$ cat config.mk
export PLATFORM = sky130hd
export DESIGN_NAME = vx_itr_timer
export DESIGN_NICKNAME = d
export VERILOG_FILES = /design/src/rtl/vx_itr_timer.sv
export SDC_FILE = /design/constraint.sdc
export NUM_CORES = 1
export LEC_CHECK = 0
export BUFFER_PORTS_ARGS = -buffer_cell sky130_fd_sc_hd__buf_4
export CORE_MARGIN = 2
export CORE_UTILIZATION = 45
export DETAILED_ROUTE_END_ITERATION = 6
export SYNTH_ARGS = -nofsm -noshare
export SYNTH_HDL_FRONTEND = slang
export SYNTH_SLANG_ARGS = --single-unit
$ cat constraint.sdc
create_clock -name clk -period 3.85 [get_ports clk]
set_input_delay 0.77 -clock clk [delete_from_list [all_inputs] [get_ports clk]]
set_output_delay 0.77 -clock clk [all_outputs]
set_load 0.05 [all_outputs]
$ cat src/rtl/vx_itr_timer.sv
// Periodic interrupt source: programmable tick counter feeding one valid/ready
// request lane per core, with per-lane request/service tracking and overrun flags.
module vx_itr_timer #(
    parameter int NUM_CORES = 4,
    parameter int CNT_WIDTH = 32
) (
    input  logic                 clk,
    input  logic                 reset,
    input  logic                 cfg_wr_valid,
    input  logic [1:0]           cfg_wr_addr,
    input  logic [31:0]          cfg_wr_data,
    output logic [NUM_CORES-1:0] itr_valid,
    input  logic [NUM_CORES-1:0] itr_ready,
    input  logic [NUM_CORES-1:0] itr_done,
    output logic [NUM_CORES-1:0] overrun,
    output logic                 busy
);

    localparam logic [1:0] ST_IDLE    = 2'd0;
    localparam logic [1:0] ST_REQ     = 2'd1;
    localparam logic [1:0] ST_SERVICE = 2'd2;

    localparam logic [1:0] ADDR_PERIOD  = 2'd0;
    localparam logic [1:0] ADDR_MASK    = 2'd1;
    localparam logic [1:0] ADDR_CTRL    = 2'd2;
    localparam logic [1:0] ADDR_OVR_CLR = 2'd3;

    logic [CNT_WIDTH-1:0]      r_period;
    logic [NUM_CORES-1:0]      r_mask;
    logic                      r_en;
    logic                      r_oneshot;
    logic [CNT_WIDTH-1:0]      r_cnt;
    logic [NUM_CORES-1:0][1:0] r_state;
    logic [NUM_CORES-1:0]      r_itr_valid;
    logic [NUM_CORES-1:0]      r_overrun;
    logic                      r_busy;

    logic                      w_wr_period;
    logic                      w_wr_mask;
    logic                      w_wr_ctrl;
    logic                      w_wr_ovr_clr;
    logic                      w_en_rise;
    logic                      w_cnt_restart;
    logic                      w_cnt_run;
    logic                      w_tick;
    logic [CNT_WIDTH-1:0]      w_cfg_period;
    logic [CNT_WIDTH-1:0]      w_period_m1;
    logic [CNT_WIDTH-1:0]      w_cnt_nxt;
    logic [NUM_CORES-1:0]      w_lane_tick;
    logic [NUM_CORES-1:0]      w_ovr_set;
    logic [NUM_CORES-1:0]      w_ovr_clr;
    logic [NUM_CORES-1:0]      w_overrun_nxt;
    logic [NUM_CORES-1:0][1:0] w_state_nxt;
    logic [NUM_CORES-1:0]      w_valid_nxt;
    logic                      w_busy_nxt;

    assign w_wr_period  = cfg_wr_valid && (cfg_wr_addr == ADDR_PERIOD);
    assign w_wr_mask    = cfg_wr_valid && (cfg_wr_addr == ADDR_MASK);
    assign w_wr_ctrl    = cfg_wr_valid && (cfg_wr_addr == ADDR_CTRL);
    assign w_wr_ovr_clr = cfg_wr_valid && (cfg_wr_addr == ADDR_OVR_CLR);
    assign w_cfg_period = CNT_WIDTH'(cfg_wr_data);

    // A PERIOD write or an enable edge restarts the count and beats any tick this cycle.
    assign w_en_rise     = w_wr_ctrl && cfg_wr_data[0] && !r_en;
    assign w_cnt_restart = w_wr_period || w_en_rise;
    assign w_cnt_run     = r_en && (r_period != '0);
    assign w_period_m1   = r_period - CNT_WIDTH'(1);
    assign w_tick        = w_cnt_run && (r_cnt == w_period_m1) && !w_cnt_restart;

    always_comb begin
        w_cnt_nxt = r_cnt;
        if (w_cnt_restart || w_tick) begin
            w_cnt_nxt = '0;
        end else if (w_cnt_run) begin
            w_cnt_nxt = r_cnt + CNT_WIDTH'(1);
        end
    end

    assign w_lane_tick = {NUM_CORES{w_tick}} & r_mask;

    // A tick landing on a lane that is still requesting or in service is dropped and flagged.
    always_comb begin
        w_state_nxt = r_state;
        w_ovr_set   = '0;
        w_valid_nxt = '0;
        w_busy_nxt  = 1'b0;
        for (int i = 0; i < NUM_CORES; i++) begin
            case (r_state[i])
                ST_IDLE: begin
                    if (w_lane_tick[i]) w_state_nxt[i] = ST_REQ;
                end
                ST_REQ: begin
                    if (itr_ready[i]) w_state_nxt[i] = ST_SERVICE;
                    if (w_lane_tick[i]) w_ovr_set[i] = 1'b1;
                end
                ST_SERVICE: begin
                    if (itr_done[i]) begin
                        w_state_nxt[i] = w_lane_tick[i] ? ST_REQ : ST_IDLE;
                    end else if (w_lane_tick[i]) begin
                        w_ovr_set[i] = 1'b1;
                    end
                end
                default: w_state_nxt[i] = ST_IDLE;
            endcase
            w_valid_nxt[i] = (w_state_nxt[i] == ST_REQ);
            if (w_state_nxt[i] != ST_IDLE) w_busy_nxt = 1'b1;
        end
    end

    assign w_ovr_clr     = w_wr_ovr_clr ? cfg_wr_data[NUM_CORES-1:0] : '0;
    assign w_overrun_nxt = (r_overrun & ~w_ovr_clr) | w_ovr_set;

    always_ff @(posedge clk) begin
        if (!reset) begin
            r_period    <= '0;
            r_mask      <= '0;
            r_en        <= 1'b0;
            r_oneshot   <= 1'b0;
            r_cnt       <= '0;
            r_state     <= '0;
            r_itr_valid <= '0;
            r_overrun   <= '0;
            r_busy      <= 1'b0;
        end else begin
            if (w_wr_period) r_period <= w_cfg_period;
            if (w_wr_mask)   r_mask   <= cfg_wr_data[NUM_CORES-1:0];
            if (w_wr_ctrl) begin
                r_en      <= cfg_wr_data[0];
                r_oneshot <= cfg_wr_data[1];
            end else if (w_tick && r_oneshot) begin
                r_en <= 1'b0;
            end
            r_cnt       <= w_cnt_nxt;
            r_state     <= w_state_nxt;
            r_itr_valid <= w_valid_nxt;
            r_overrun   <= w_overrun_nxt;
            r_busy      <= w_busy_nxt;
        end
    end

    assign itr_valid = r_itr_valid;
    assign overrun   = r_overrun;
    assign busy      = r_busy;

endmodule

==> impl_metrics.ini <==
[power]
leakagePower_nw = 2.34
finalPower_w = 0.00192
peakVddDrop_uv = 173
pwr_density_cell_mw_per_mm2 = 334

[logic_synthesis]
synthFlopType = dfxtp_1
syn_inst = 624
avgSynthCellArea_um2 = 7.99
ys_seq_area_frac = 0.349
synth_cell_type_count = 61
postSynthNetCount = 687
synth_area_mm2 = 0.00498
synth_edf_count = 0
yosysWarnings = 0
yosys_register_bits = 87
postSynth.asyncResetShare = 0

[cells_and_area]
nFillCells = 1066
final_area_mm2 = 0.00574
nNetsFinal = 740
area_growth_pct = 15.1
antennaDiodeCount = 0
drive_above_1_share = 0.142

[drt]
drt_pre_antenna_iters = 4
drtIter0Drc = 170
wl_mm = 12.6
ant_nets = 0
post-route-drc-count = 0
vias_per_cell = 5.47
post_drt_wl_per_cell_um = 15.3
vias = 4492

[grt]
antenna_found_initial = 0
grt_pass1_wl_mm = 20.3
grt.overflow.total = 0
grt_pass1_vias = 4359
grt.total_usage = 0.220
grt_max_degree = 41

[clocking]
cts_sinks = 87
cts_setup_buffers = 0
insertion_delay_ns = 0.36
path_clk_slew_ns = 0.09
clockRootBuffer = clkbuf_8
cts-htree-levels = 3
cts_hold_buf = 0
cts_tree = built
cts_resized = 0
clockBufferDepth = 2
cts_buffers = 9

[worst_setup_path]
crit_fanout = 13
required_ns = 4.11
start_kind = flop
crit_start = r_period[7]
critPathKind = reg -> reg
rr_startpoint = r_period[7]
crit_arrival_ns = 3.79
critPathCaptureType = flop

[timing]
final.setup.tns_ns = 0
tightest_slew_ns = 0.909
hold_viol = 0
post-route-period-util = 0.918
skew_ns = 0.00952
min_period_ns = 3.54
worst_slack_ns = 0.314
setup_violations = 0
max_freq_mhz = 283
maxSlewViolCount = 0
rsz0062_at_grt = false
slew_headroom = 0.392

[floorplanning]
ios = 54
fp.coreArea_mm2 = 0.0108
core.rowCount = 38
die_width_um = 109
dieArea_mm2 = 0.0119
initial_core_util = 0.460
die_h_um = 109

[place]
post-place-ws_ns = 0.217
dpl_cell_area_mm2 = 0.00551
hpwl_mm = 9.49
place_congestion = 0.891
io_buffers = 53

[hold_path]
min_from = overrun[1]
hold_path.class = reg -> reg

[outcome]
status = complete, no violations

[job]
maxCapViolCount = 0
worst paths after layout:
check / end / slack [ns] / cells after the start
max: itr_valid[3] / 0.31 / 10
min reg2reg: overrun[1] / 0.46 / 2
min: overrun[1] / 0.46 / 2
max reg2reg: itr_valid[3] / 0.31 / 10
flip-flops by register name (all words and copies together), names as in the netlist:
register	flops
r_state	8
r_oneshot	1
itr_valid	4
r_mask	4
r_cnt	32
r_en	1
busy	1
overrun	4
r_period	32
power breakdown:
part           switching, W  total [W]  internal (W)  leakage, nW
sequential        0.0000221   0.000934      0.000912        0.703
clock              0.000322   0.000700      0.000378        0.109
combinational      0.000152   0.000282      0.000130         1.52
final cells by class:
class,instances,area (µm²),share of cell area
repair buffers,61,458,0.0798
clock buffers,11,141,0.0246
well taps,140,175,0.0305
clock inverters,4,70.1,0.0122
multi-input cells,497,3070,0.536
inverters,21,78.8,0.0137
flip-flops and latches,87,1740,0.303
logic make-up (layout without fill, tap and decap cells):
family                     Yosys count  after routing  synth area share
AOI/OAI and AO/OA                  102            102             0.126
xor gates and xnor gates            74             74             0.130
adders and majority gates           18             18            0.0452
buffers and inverters               40             97            0.0349
DFF                                 87             87             0.349
muxes                                7              7            0.0141
and+or+nand+nor                    296            296             0.300
routing by layer:
metal	track usage	part of all wire	vias to the layer above	routed length, µm
met5	0	0	-	0
met4	0.0859	0.018	0	221
met3	0.0353	0.032	18	405
met2	0.367	0.48	80	5970
met1	0.284	0.47	2147	5950
li1	-	-	2247	-
cell usage after synthesis, types with 8 or more instances:
| cell type | instances | area (µm²) |
|---|---|---|
| nor2b_1 | 11 | 68.8 |
| a21oi_1 | 51 | 255 |
| clkbuf_1 | 15 | 56.3 |
| nor3_1 | 24 | 120 |
| and3_1 | 14 | 87.6 |
| o21ai_0 | 14 | 70.1 |
| inv_1 | 20 | 75.1 |
| xor2_1 | 37 | 324 |
| nand2_1 | 104 | 390 |
| dfxtp_1 | 87 | 1740 |
| ha_1 | 18 | 225 |
| xnor2_1 | 37 | 324 |
| nor2_1 | 62 | 233 |
| nand4_1 | 8 | 50.1 |
| nand3_1 | 22 | 110 |
cells in the final DEF (no fill, tap or decap), types with 6 or more instances in the layout:
cell type and count:
a21oi_1 51, and3_1 14, buf_4 61, clkbuf_8 10, dfxtp_1 87, ha_1 18, inv_1 20, mux2i_1 7
nand2_1 104, nand3_1 22, nand4_1 8, nor2_1 62, nor2b_1 11, nor3_1 24, o21ai_0 14, or3_1 6
xnor2_1 37, xor2_1 37
critical path, stage by stage (launching register included):
cell and delay, ns:
dfxtp_1 0.38, or4_1 0.59, nor3_1 0.27, mux2i_1 0.21, o311ai_0 0.13, or4_1 0.53
nor4_2 0.38, and3_4 0.38, nand2_4 0.07, o21a_1 0.20, nor4bb_1 0.29
per-stage QoR:
| step | utilization | hold slack [ns] | instances |
|---|---|---|---|
| 2_1_floorplan | - | 0.455 | 624 |
| 3_3_place_gp | 0.508 | 0.442 | 803 |
| 3_5_place_dp | 0.508 | 0.447 | 803 |
| 4_1_cts | 0.527 | 0.463 | 818 |
| 5_1_grt | 0.529 | 0.484 | 821 |
| 6_report | 0.529 | 0.459 | 821 |
Note: power is estimated with default switching activity, not from simulation.
